$ cat config.mk
export PLATFORM = sky130hd
export DESIGN_NAME = vector_mem_controller
export DESIGN_NICKNAME = d
export VERILOG_FILES = /design/src/rtl/vmc_pkg.sv /design/src/rtl/vmc_addr_gen.sv /design/src/rtl/vector_mem_controller.sv
export SDC_FILE = /design/constraint.sdc
export NUM_CORES = 1
export LEC_CHECK = 0
export BUFFER_PORTS_ARGS = -buffer_cell sky130_fd_sc_hd__buf_2
export CORE_MARGIN = 1
export CORE_UTILIZATION = 56
export DETAILED_ROUTE_END_ITERATION = 8
export PLACE_DENSITY = 0.86
export SETUP_SLACK_MARGIN = 0.02
export SYNTH_ARGS = -nofsm -noshare
export SYNTH_HDL_FRONTEND = slang
export SYNTH_SLANG_ARGS = --single-unit
$ cat constraint.sdc
create_clock -name CLK -period 3.55 [get_ports CLK]
set_clock_uncertainty 0.05 [all_clocks]
set_input_delay 0.1775 -clock CLK [delete_from_list [all_inputs] [get_ports CLK]]
set_output_delay 0.1775 -clock CLK [all_outputs]
set_load 0.02 [all_outputs]
$ cat src/rtl/vmc_pkg.sv
// vmc_pkg: shared types and default sizing for the vector memory controller.
//   op_t      - access pattern of a request (scalar broadcast, horizontal, vertical)
//   state_t   - controller FSM states
//   VMC_*     - default parameter values used by the controller and address generator
//   lane_idx_w - width needed to index LANES lanes (at least 1 bit)
package vmc_pkg;

    localparam int unsigned VMC_ADDR_W = 32;
    localparam int unsigned VMC_MEM_W  = 16;
    localparam int unsigned VMC_LANES  = 3;

    // OP encoding 2'b11 is reserved; requests carrying it are dropped in IDLE.
    localparam logic [1:0] OP_RESERVED = 2'b11;

    typedef enum logic [1:0] {
        SCALAR = 2'b00,
        HORIZ  = 2'b01,
        VERT   = 2'b10
    } op_t;

    typedef enum logic [1:0] {
        StIdle,
        StIssue,
        StWait,
        StDone
    } state_t;

    function automatic int unsigned lane_idx_w(input int unsigned lanes);
        return (lanes > 1) ? $clog2(lanes) : 1;
    endfunction

endpackage

$ cat src/rtl/vmc_addr_gen.sv
// vmc_addr_gen: combinational lane address generator.
//   base_i - base address {row, col}; row is the upper half, col the lower half
//   op_i   - access pattern
//   lane_i - lane index being issued
//   addr_o - memory address for that lane
// Row and column are stepped independently and wrap inside their own field.
module vmc_addr_gen
    import vmc_pkg::*;
#(
    parameter int unsigned ADDR_W = VMC_ADDR_W,
    parameter int unsigned LW     = 2
) (
    input  logic [ADDR_W-1:0] base_i,
    input  op_t               op_i,
    input  logic [LW-1:0]     lane_i,
    output logic [ADDR_W-1:0] addr_o
);

    localparam int unsigned HW = ADDR_W / 2;

    logic [HW-1:0] row;
    logic [HW-1:0] col;
    logic [HW-1:0] step;

    always_comb begin
        row    = base_i[ADDR_W-1:HW];
        col    = base_i[HW-1:0];
        step   = HW'(lane_i);
        addr_o = base_i;
        case (op_i)
            HORIZ:   addr_o = {row, HW'(col + step)};
            VERT:    addr_o = {HW'(row + step), col};
            default: addr_o = base_i;
        endcase
    end

endmodule

$ cat src/rtl/vector_mem_controller.sv
// vector_mem_controller: moves LANES-word vectors between a request port and a
// synchronous single-port word memory.
//   CLK, RESET_N        - clock and asynchronous active-low reset
//   START/OP/WRITE      - request strobe, access pattern, direction (sampled in IDLE only)
//   ADDRESS, WDATA      - base {row, col} and write vector (lane i at [i*MEM_W +: MEM_W])
//   MEM_ADDR/WE/WDATA   - memory request, one lane per ISSUE cycle
//   MEM_RDATA           - memory read data, valid the cycle after MEM_ADDR
//   RDATA               - assembled read vector, held until the next read overwrites it
//   BUSY, DONE          - busy outside IDLE; DONE is a one-cycle completion pulse
module vector_mem_controller
    import vmc_pkg::*;
#(
    parameter int unsigned  ADDR_W = VMC_ADDR_W,
    parameter int unsigned  MEM_W  = VMC_MEM_W,
    parameter int unsigned  LANES  = VMC_LANES,
    localparam int unsigned VW     = MEM_W * LANES
) (
    input  logic              CLK,
    input  logic              RESET_N,
    input  logic              START,
    input  logic [1:0]        OP,
    input  logic              WRITE,
    input  logic [ADDR_W-1:0] ADDRESS,
    input  logic [VW-1:0]     WDATA,
    input  logic [MEM_W-1:0]  MEM_RDATA,
    output logic [ADDR_W-1:0] MEM_ADDR,
    output logic              MEM_WE,
    output logic [MEM_W-1:0]  MEM_WDATA,
    output logic [VW-1:0]     RDATA,
    output logic              BUSY,
    output logic              DONE
);

    localparam int unsigned     LW        = lane_idx_w(LANES);
    localparam logic [LW-1:0]   LAST_LANE = LW'(LANES - 1);

    state_t            state_q, state_d;
    op_t               op_q, op_d;
    logic              write_q, write_d;
    logic [ADDR_W-1:0] base_q, base_d;
    logic [VW-1:0]     wdata_q, wdata_d;
    logic [VW-1:0]     rdata_q, rdata_d;
    logic [LW-1:0]     lane_q, lane_d;
    // Read capture is one cycle behind issue: cap_q marks that MEM_RDATA this
    // cycle belongs to lane cap_lane_q.
    logic              cap_q, cap_d;
    logic [LW-1:0]     cap_lane_q, cap_lane_d;

    logic [LW-1:0]     last_lane;
    logic [ADDR_W-1:0] lane_addr;

    vmc_addr_gen #(
        .ADDR_W (ADDR_W),
        .LW     (LW)
    ) u_addr_gen (
        .base_i (base_q),
        .op_i   (op_q),
        .lane_i (lane_q),
        .addr_o (lane_addr)
    );

    always_comb begin
        state_d    = state_q;
        op_d       = op_q;
        write_d    = write_q;
        base_d     = base_q;
        wdata_d    = wdata_q;
        lane_d     = lane_q;
        cap_d      = 1'b0;
        cap_lane_d = cap_lane_q;
        last_lane  = (op_q == SCALAR) ? '0 : LAST_LANE;

        unique case (state_q)
            StIdle: begin
                if (START && (OP != OP_RESERVED)) begin
                    op_d    = op_t'(OP);
                    write_d = WRITE;
                    base_d  = ADDRESS;
                    wdata_d = WDATA;
                    lane_d  = '0;
                    state_d = StIssue;
                end
            end
            StIssue: begin
                cap_d      = ~write_q;
                cap_lane_d = lane_q;
                if (lane_q == last_lane) begin
                    lane_d  = '0;
                    // Writes have nothing in flight; reads need one more cycle
                    // to capture the last lane.
                    state_d = write_q ? StDone : StWait;
                end else begin
                    lane_d = lane_q + LW'(1);
                end
            end
            StWait: state_d = StDone;
            StDone: state_d = StIdle;
            default: state_d = StIdle;
        endcase
    end

    always_comb begin
        rdata_d = rdata_q;
        if (cap_q) begin
            if (op_q == SCALAR) begin
                for (int unsigned i = 0; i < LANES; i++) begin
                    rdata_d[i*MEM_W +: MEM_W] = MEM_RDATA;
                end
            end else begin
                rdata_d[MEM_W * 32'(cap_lane_q) +: MEM_W] = MEM_RDATA;
            end
        end
    end

    always_ff @(posedge CLK or negedge RESET_N) begin
        if (!RESET_N) begin
            state_q    <= StIdle;
            op_q       <= SCALAR;
            write_q    <= 1'b0;
            base_q     <= '0;
            wdata_q    <= '0;
            rdata_q    <= '0;
            lane_q     <= '0;
            cap_q      <= 1'b0;
            cap_lane_q <= '0;
        end else begin
            state_q    <= state_d;
            op_q       <= op_d;
            write_q    <= write_d;
            base_q     <= base_d;
            wdata_q    <= wdata_d;
            rdata_q    <= rdata_d;
            lane_q     <= lane_d;
            cap_q      <= cap_d;
            cap_lane_q <= cap_lane_d;
        end
    end

    // Memory-side outputs decode straight from state so reset clears them at once.
    always_comb begin
        MEM_ADDR  = '0;
        MEM_WE    = 1'b0;
        MEM_WDATA = '0;
        if (state_q == StIssue) begin
            MEM_ADDR = lane_addr;
            MEM_WE   = write_q;
            if (write_q) begin
                MEM_WDATA = wdata_q[MEM_W * 32'(lane_q) +: MEM_W];
            end
        end
    end

    assign RDATA = rdata_q;
    assign BUSY  = (state_q != StIdle);
    assign DONE  = (state_q == StDone);

endmodule

After elaboration in Yosys (flattened, before gate mapping)
Cells that the tools add are included.

Output and inout bits: 99. Flip-flop bits (word level): 138.

Add/sub/neg operators: 4. Shift operators: 3. Equality and inequality tests: 9. Bitwise operators: 1. Muxes and demuxes: 16. Reduce and logical (&&, ||, !) cells: 8.

Operators by type and width (number): one-hot mux 32 bit (2 select lines) (1); bitwise mux 48 bit (1); two-way mux 48 bit (1); variable shift 16 x 34 -> 48 bit, first input constant (1); variable part select 16 x 34 -> 48 bit (1); variable part select 48 x 7 -> 16 bit (1); negator 6 -> 34 bit (1); adder 16 x 2 -> 16 bit (2); two-way mux 16 bit (2); two-way mux 32 bit (1); two-way mux 2 bit (5); one-hot mux 2 bit (4 select lines) (1); == test 2 bit, second input constant (3); != test 2 bit, second input constant (3); AND reduction 2 bit (3); == test 2 x 1 -> 1 bit, second input constant (2); zero test 2 bit (2); one-hot mux 2 bit (2 select lines) (1); nonzero test 2 bit (2); two-way mux 1 bit (3); adder 2 x 1 -> 2 bit, second input constant (1); == test 2 bit (1); logical AND 1 bit (1); NOT 1 bit (1).

Depth between registers and ports, before layout
Gate-level depths: netlist of run 1.

Depth in word-level cells: 5. Depth in mapped cells: 8. Depth with buffers taken out: 6.

By module
From an unflattened synthesis of run 1, not the netlist that was laid out.

Cells, all modules: 627. Area total of the unflattened synthesis: 7191.9 um2.

Modules (own cells, without submodules): vector_mem_controller (instances 1, seq. area each 3453.3 um2, area an instance 6113.4 um2, cells an instance 451); vmc_addr_gen (instances 1, seq. area each 0.0 um2, area an instance 1078.5 um2, cells an instance 176).

Worst setup path before layout of run 1
No wires, ideal clock.

Kind: register to output. Start point: register lane_q[1]. End point: output port MEM_ADDR[15]. Arrival: 2107 ps. Data required time: 3322 ps. Stages on the path, launching flop included: 6. Buffers on the path: 0. Path slack: 1216 ps. Path through: dfrtp_1 ha_1 a21oi_1 or4_4 or4_1 nand3_1.

Longest elaborated chain between the ends: 3.

Ends and longest elaborated chain: start: declaration (line vector_mem_controller.sv:43) `logic [LW-1:0] lane_q, lane_d;`; start signal: assignment (line vector_mem_controller.sv:133) `lane_q <= lane_d;`; adder 16 x 2 -> 16 bit (line vmc_addr_gen.sv:31) `HORIZ: addr_o = {row, HW'(col + step)};`; one-hot mux 32 bit (2 select lines) (line vmc_addr_gen.sv:30) `case (op_i)`; two-way mux 32 bit (line vector_mem_controller.sv:144) `if (state_q == StIssue) begin`; end: declaration (line vector_mem_controller.sv:26) `output logic [ADDR_W-1:0] MEM_ADDR,`.

Every way passes these cells.

Final worst setup path of run 1
Start point: register lane_q[0]. End point: output port MEM_ADDR[15].

Same word-level chain as after synthesis.

==> out/metrics.csv, run 1 <==
stage,metric,value,unit
hold_path,hold crit path type,input port to asynchronous set/reset pin,
floorplan,Die Height,112,um
setup_path,CP peak stage delay,0.73,ns
synth,Mapped Nets,709,
power,P_int,5.04,mW
synth,warnings from Yosys,0,
timing,RSZ-0062 raised after global routing,no,
power,Sw Share,41.3,%
detailed_routing,Post-route DRC,10,
global_routing,All-Layer GR Usage,33.1,%
detailed_routing,total wire length,19700,um
timing,Least-Margin Pin Slew,1.12,ns
setup_path,CP endpoint kind,output pin,
global_routing,initial antenna violation count,0,
run,max cap viols,0,
clock_tree,clock tree buffer depth,2,
power,Comb power frac,45.6,%
setup_path,WP data arrival,3.01,ns
setup_path,required time worst endpoint,3.32,ns
timing,Max Slew Vio Count,0,
synth,Post-Synth Adder-Cell Area,2.98,%
power,Clock power frac,19.0,%
synth,Synth Cell Area,6810,um2
power,Peak VDD IR,0.000671,V
synth,post-synthesis simple-gate area fraction,9.88,%
detailed_routing,WL/cell,18.9,um
detailed_routing,vias per cell,5.94,
power,leakage power,4.50,nW
power,sequential share of power,35.4,%
setup_path,Setup crit start,lane_q[0],
synth,mux contribution to synthesized area,16.6,%
synth,ys flop type,dfrtp_1,
floorplan,initial core utilization,58.6,%
global_routing,largest net degree at the start of global routing,98,
synth,Post-synth EDFFs,0,
detailed_routing,antenna-violating nets left,0,
synth,xor/xnor share of the synthesized area,0.257,%
setup_path,Worst Setup Path Type,flip-flop to output pin,
global_routing,first-pass GRT wire length,32100,um
setup_path,critical-path cell list,"ha_1, a21oi_1, or4_4, or4_1, nand3_1, buf_2",
setup_path,critical path peak fanout,12,
floorplan,Rows,39,
global_routing,vias in the first global route,6471,
finish,Layout area overhead,38.1,%
synth,Netlist cell types,55,
synth,cell count after synthesis,592,
global_routing,GRT overflow,0,
timing,max frequency,309,MHz
timing,final hold violations,0,
setup_path,Crit path buffers/inverters,1,
timing,fin crit period,3.24,ns
clock_tree,clock latency on the worst-skew pair,0.41,ns
clock_tree,clock sink count,138,
setup_path,RR Startpoint,state_q[0],
setup_path,"delay-heaviest family, CP",simple AND/OR/NAND/NOR gates,
timing,slew margin rel.,25.4,%
place,DP Wirelength,11800,um
clock_tree,Root Buffer,clkbuf_16,
detailed_routing,DRT Pass-1 Iters,7,
power,PwrDens,913,nW/um2
setup_path,crit path launch type,flip-flop,
timing,setup TNS,0,ns
synth,Synth Register Bits,138,
floorplan,core area,11600,um2
place,input/output buffers,200,
clock_tree,H-tree depth,4,
finish,layout cell share with drive strength beyond 1,36.9,%
power,switching power,3.55,mW
synth,post-synthesis sequential area ratio,50.7,%
finish,final cell count without fillers,1039,
synth,Avg Synthesized Cell Area,11.5,um2
clock_tree,clk slew on worst S/H paths,0.06,ns
status,status,"complete, but fails checks",
place,Inst Count DP,908,
setup_path,critical path's slowest cell,dfrtp_1,
status,failing checks,DRC,
clock_tree,CTS tree,yes,
floorplan,Die Area,12600,um2
place,GP Congestion,0.940,
floorplan,num ports,201,
synth,largest family of logic cells by synthesized area,multiplexers,
detailed_routing,1st-iter DRT viols,403,
finish,ANT cells,0,
timing,final setup fails,0,
clock_tree,Inserted Clock Buffers,17,
detailed_routing,Vias,6169,
floorplan,die width,112,um
synth,Synth Area in Compound Gates,15.6,%
synth,ys async rst share,100,%
finish,final-stage net count,1001,
timing,final period utilization,91.1,%
power by group through the flow:
stage	logic (mW)	registers (mW)	clock network, mW
2_1_floorplan	2.54	3.11	0
3_3_place_gp	3.61	2.94	0
3_5_place_dp	3.72	3.00	0
4_1_cts	3.84	3.00	1.65
5_1_grt	4.22	3.14	1.72
6_report	3.92	3.04	1.63
cell usage after synthesis (6+ instances only):
master    number  area, um2
a21oi_1       31        155
a22o_1        53        464
a31oi_1       14       87.6
clkbuf_1      30        113
dfrtp_1      138       3450
ha_1          13        163
inv_1         15       56.3
mux2_2        85        957
mux2i_1       17        170
nand2_1       21       78.8
nand3_1       14       70.1
nand4_1        6       37.5
nor2_1        52        195
nor2b_1        9       56.3
o21ai_0       19       95.1
layer usage:
metal	vias up	GRT usage, %	part of all wire, %	routed length, um
li1	2779	-	-	-
met1	3027	39.0	38	7550
met2	301	58.2	52	10300
met3	62	7.83	6.1	1210
met4	0	13.7	3.0	588
met5	-	0	0	0
layout by cell type (no fill, tap or decap), types with 3 or more instances in the layout:
master,count
a21o_1,3
a21oi_1,31
a22o_1,53
a31oi_1,14
a32oi_1,4
and2_1,3
and3_1,3
and4_1,3
buf_2,199
buf_4,10
clkbuf_1,3
clkbuf_16,17
clkinv_2,3
clkinv_4,4
dfrtp_1,138
dlygate4sd3_1,100
ha_1,13
inv_1,15
mux2_2,85
mux2i_1,17
nand2_1,20
nand2b_1,4
nand3_1,14
nand4_1,6
nor2_1,52
nor2b_1,9
nor4_1,3
o211ai_1,4
o21ai_0,19
o21ai_1,3
or4_1,3
area by class of cell:
cell class                      count  area, um2
Clock buffer                       21        450
Clock inverter                     10       96.3
Fill cell                         674       2210
Inverter                           15       56.3
Multi-Input combinational cell    402       3090
Sequential cell                   138       3450
Tap cell                          143        179
Timing Repair Buffer              310       2080
registers in the layout, summed over array words and instances, names as in the netlist:
signal      count
RDATA          48
base_q         32
cap_lane_q      2
cap_q           1
lane_q          2
op_q            2
state_q         2
wdata_q        48
write_q         1
stage by stage:
stage | instance area [um2] | power [mW] | utilization [%] | setup slack (ns) | hold WS, ns
floorplan | 6810 | 5.66 | - | 1.22 | -0.168
global placement | 7860 | 6.55 | 67.7 | 0.829 | 0.261
detailed placement | 7860 | 6.72 | 67.7 | 0.786 | 0.285
CTS | 9410 | 8.48 | 81.0 | 0.332 | 0.404
global route | 9410 | 9.08 | 81.0 | 0.168 | 0.448
finish | 9410 | 8.59 | 81.0 | 0.315 | 0.380
final timing paths:
check	to	slack, ns	cells after the start
max	MEM_ADDR[15]	0.31	6
max reg2reg	base_q[17]	1.31	4
min in group CLK	cap_q	0.43	1
max in group asynchronous	RDATA[28]	2.23	3
min	base_q[4]	0.38	2
min reg2reg	cap_q	0.43	1
what timing repair did:
action / CTS / global route
buffers inserted: 0 / 0
gates resized for setup: 0 / 0
hold endpoints to repair: 226 / 0
hold buffers: 100 / 0
kinds of logic after synthesis:
group | Yosys count
compound gates | 150
flops | 138
simple gates | 133
mux | 102
buf+inv | 52
fa+ha+maj | 15
xor+xnor | 2
worst register-to-register path: stages (launching register included):
cell and delay (ns):
dfrtp_1 0.40, inv_1 0.07, ha_1 0.28, nand2_4 0.80, mux2_2 0.51
(Power assumes the default switching activity.)
==> run 2: changes to the inputs <==
--- a/config.mk
+++ b/config.mk
@@ -5,11 +5,12 @@
 export SDC_FILE = /design/constraint.sdc
 export NUM_CORES = 1
 export LEC_CHECK = 0
+export ABC_AREA = 1
 export BUFFER_PORTS_ARGS = -buffer_cell sky130_fd_sc_hd__buf_2
 export CORE_MARGIN = 1
 export CORE_UTILIZATION = 56
 export DETAILED_ROUTE_END_ITERATION = 8
-export PLACE_DENSITY = 0.86
+export PLACE_DENSITY = 0.85
 export SETUP_SLACK_MARGIN = 0.02
 export SYNTH_ARGS = -nofsm -noshare
 export SYNTH_HDL_FRONTEND = slang
==> out/metrics.csv, run 2 <==
stage,metric,value,unit,change
status,status,finished clean,,
timing,setup TNS,0,ns,unchanged
place,Inst Count DP,1092,,+20%
clock_tree,clock tree buffer depth,2,,unchanged
synth,largest cells by area after synthesis,"dfrtp_1 50%, mux2_2 11%, nand2_1 5.7%, o21ai_0 5.6%, nor2_1 4.3%",,
synth,Mapped Nets,870,,+23%
finish,final cell count without fillers,1224,,+18%
clock_tree,clock sink count,138,,unchanged
finish,ANT cells,0,,unchanged
place,Place WS,1.28,ns,+0.495 ns
setup_path,CP peak stage delay,0.32,ns,-0.41 ns
run,max cap viols,0,,unchanged
hold_path,hold wc startpoint,START,,
setup_path,RR Endpoint,RDATA[9],,
synth,Netlist cell types,34,,-38%
clock_tree,H-tree depth,4,,unchanged
global_routing,first-pass GRT wire length,32700,um,+1.7%
floorplan,Rows,40,,+2.6%
detailed_routing,DRT Pass-1 Iters,7,,unchanged
floorplan,core area,12100,um2,+3.9%
timing,max frequency,354,MHz,+15%
finish,"commonest non-fill, non-tap cell in the layout",buf_2,,
finish,Fill cells,768,,+14%
setup_path,critical path peak fanout,22,,+10
detailed_routing,Post-route DRC,0,,-10
synth,post-synthesis sequential area ratio,49.5,%,-1.2 points
synth,ys flop type,dfrtp_1,,
power,Clock power frac,21.5,%,+2.5 points
place,GP Congestion,0.915,,-2.7%
finish,layout cell share with drive strength beyond 1,29.8,%,-7.1 points
power,leakage power,4.88,nW,+8.5%
timing,RSZ-0062 raised after global routing,no,,
global_routing,largest net degree at the start of global routing,80,,-18%
clock_tree,Root Buffer,clkbuf_16,,
timing,final hold violations,0,,unchanged
timing,Max Slew Vio Count,0,,unchanged
synth,most common cell in the synthesized netlist,dfrtp_1,,
power,switching power,3.39,mW,-4.6%
clock_tree,CTS tree,yes,,
setup_path,"delay-heaviest family, CP",simple AND/OR/NAND/NOR gates,,
setup_path,RR Startpoint,op_q[0],,
timing,slew margin rel.,23.2,%,-2.2 points
synth,ys async rst share,100,%,unchanged
timing,Final WS setup,0.724,ns,+0.410 ns
synth,post-synth top area cell,dfrtp_1,,
detailed_routing,WL/cell,16.9,um,-11%
setup_path,critical path's slowest cell,dfrtp_1,,
synth,cell count after synthesis,753,,+27%
detailed_routing,total wire length,20700,um,+5.3%
floorplan,die width,114,um,+1.2%
global_routing,GRT overflow,0,,unchanged
power,Sw Share,41.3,%,about the same
power,P_int,4.81,mW,-4.5%
finish,Layout area overhead,38.7,%,
clock_tree,number of hold buffers added after CTS,100,,unchanged
hold_path,hold path depth,5,,
detailed_routing,1st-iter DRT viols,604,,+50%
timing,final setup fails,0,,unchanged
detailed_routing,antenna-violating nets left,0,,unchanged
setup_path,crit path launch type,flip-flop,,
global_routing,initial antenna violation count,0,,unchanged
hold_path,Hold EP,lane_q[0],,
global_routing,All-Layer GR Usage,33.0,%,-0.037 points
clock_tree,post_cts resized,0,,unchanged
finish,final-stage net count,1160,,+16%
setup_path,required time worst endpoint,3.32,ns,about the same
clock_tree,Post-CTS Setup Bufs,0,,unchanged
floorplan,Die Area,12900,um2,+2.4%
setup_path,Most common cell on crit path,nand2_1,,
power,PwrDens,848,nW/um2,-7.2%
finish,final core utilization,80.2,%,-0.80 points
power,Peak VDD IR,0.000557,V,-17%
setup_path,critical-path cell list,"buf_4, ha_1, fa_1, nand2_1, nor2_1, nand2_1, nor2_1, nand2_1, nand2_1, nand2_1, a21oi_1, buf_2",,
floorplan,num ports,201,,unchanged
synth,Post-synth top cells,"138 x dfrtp_1, 106 x nand2_1, 80 x nor2_1",,
timing,Least-Margin Pin Slew,1.15,ns,+0.0324 ns
timing,final period utilization,79.6,%,-12 points
setup_path,Crit path buffers/inverters,2,,+1
synth,Synth Cell Area,6980,um2,+2.4%
synth,warnings from Yosys,0,,unchanged
timing,fin crit period,2.83,ns,-0.410 ns
setup_path,cells on worst reg2reg path,6,,+2
clock_tree,clk slew on worst S/H paths,0.05,ns,about the same
hold_path,hold crit path type,input port to flip-flop,,
clock_tree,clock latency on the worst-skew pair,0.41,ns,about the same
global_routing,vias in the first global route,6686,,+3.3%
synth,Post-synth EDFFs,0,,unchanged
setup_path,reg2reg setup slack,1.26,ns,-0.05 ns
timing,hold slack final,0.136,ns,-0.243 ns
synth,Synth Register Bits,138,,unchanged
power,Comb power frac,44.3,%,-1.3 points
synth,Avg Synthesized Cell Area,9.26,um2,-19%
clock_tree,Inserted Clock Buffers,17,,unchanged
detailed_routing,vias per cell,5.53,,-6.9%
floorplan,Die Height,114,um,+1.2%
setup_path,CP endpoint kind,output pin,,
setup_path,WP data arrival,2.60,ns,-0.41 ns
setup_path,Worst Setup Path Type,flip-flop to output pin,,
detailed_routing,Vias,6768,,+9.7%
place,DP Wirelength,12100,um,+2.4%
power,sequential share of power,34.2,%,-1.2 points
floorplan,initial core utilization,57.8,%,-0.81 points
finish,most frequent cells in the layout,"199 x buf_2, 138 x dfrtp_1, 106 x nand2_1",,
synth,Synth top area share,49.5,%,-1.2 points
place,input/output buffers,200,,unchanged
[run 2: cell types whose count changed after synthesis, sizes merged, moves of 19 or more]
cell    delta
o21ai     +67
nand2     +85
inv       +62
a22o      -37
mux2      -19
buf       +19
clkbuf    -20
nand3     +22
nor2      +30
[run 2: cell families (layout without fill, tap and decap cells)]
kind of cell / Yosys count / in the layout / synth area share [%]
mux: 66 / 66 / 10.7
simple gates: 234 / 234 / 13.6
flops: 138 / 138 / 49.5
compound gates: 187 / 187 / 16.4
buf+inv: 112 / 415 / 6.78
xor+xnor: 1 / 1 / 0.126
fa+ha+maj: 15 / 15 / 2.91
[run 2: area by class of cell]
cell class | instances | area, um2 | share of cell area (%)
multi-input combinational | 503 | 3060 | 31.6
clock inverter | 6 | 86.3 | 0.892
timing repair buffer | 305 | 2070 | 21.4
clock buffer | 26 | 499 | 5.16
inverter | 78 | 293 | 3.03
tap | 168 | 210 | 2.17
sequential | 138 | 3450 | 35.7
[run 2: worst max-delay path by stage]
stage                          from           end  slack [ns]  depth (start not counted)
after floorplan           lane_q[0]   MEM_ADDR[6]        1.49                          7
after global placement    lane_q[0]  MEM_ADDR[30]        1.33                         11
after detailed placement  lane_q[0]  MEM_ADDR[30]        1.28                         11
after CTS                 lane_q[0]  MEM_ADDR[12]        0.82                         11
after global routing      lane_q[0]  MEM_ADDR[30]        0.54                         12
final                     lane_q[0]  MEM_ADDR[30]        0.72                         12
[run 2: tightest hold or removal path, stage by stage]
cell and delay [ns]:
buf_2 0.12, a21oi_1 0.07, inv_1 0.07, nand4_1 0.06, o21ai_0 0.07
[run 2: stage by stage]
| stage | cell area [um2] | total power, mW |
|---|---|---|
| CTS | 9670 | 8.08 |
| floorplan | 6980 | 5.19 |
| global placement | 8090 | 6.06 |
| global route | 9670 | 8.68 |
| detailed placement | 8090 | 6.19 |
| finish | 9670 | 8.20 |
[run 2: routing by layer]
metal  GRT usage [%]  part of all wire, %  wire [um]
met1            37.8                   40       8230
met2            56.4                   50      10400
met3            7.55                  5.7       1180
met4            20.2                  4.3        893
met5               0                    0          0
[run 2: power groups by stage]
stage / Sequential [mW] / Clock [mW] / Combinational, mW
6_report: 2.80 / 1.76 / 3.63
5_1_grt: 2.88 / 1.84 / 3.96
4_1_cts: 2.76 / 1.78 / 3.55
3_5_place_dp: 2.77 / 0 / 3.42
3_3_place_gp: 2.74 / 0 / 3.32
2_1_floorplan: 2.91 / 0 / 2.29
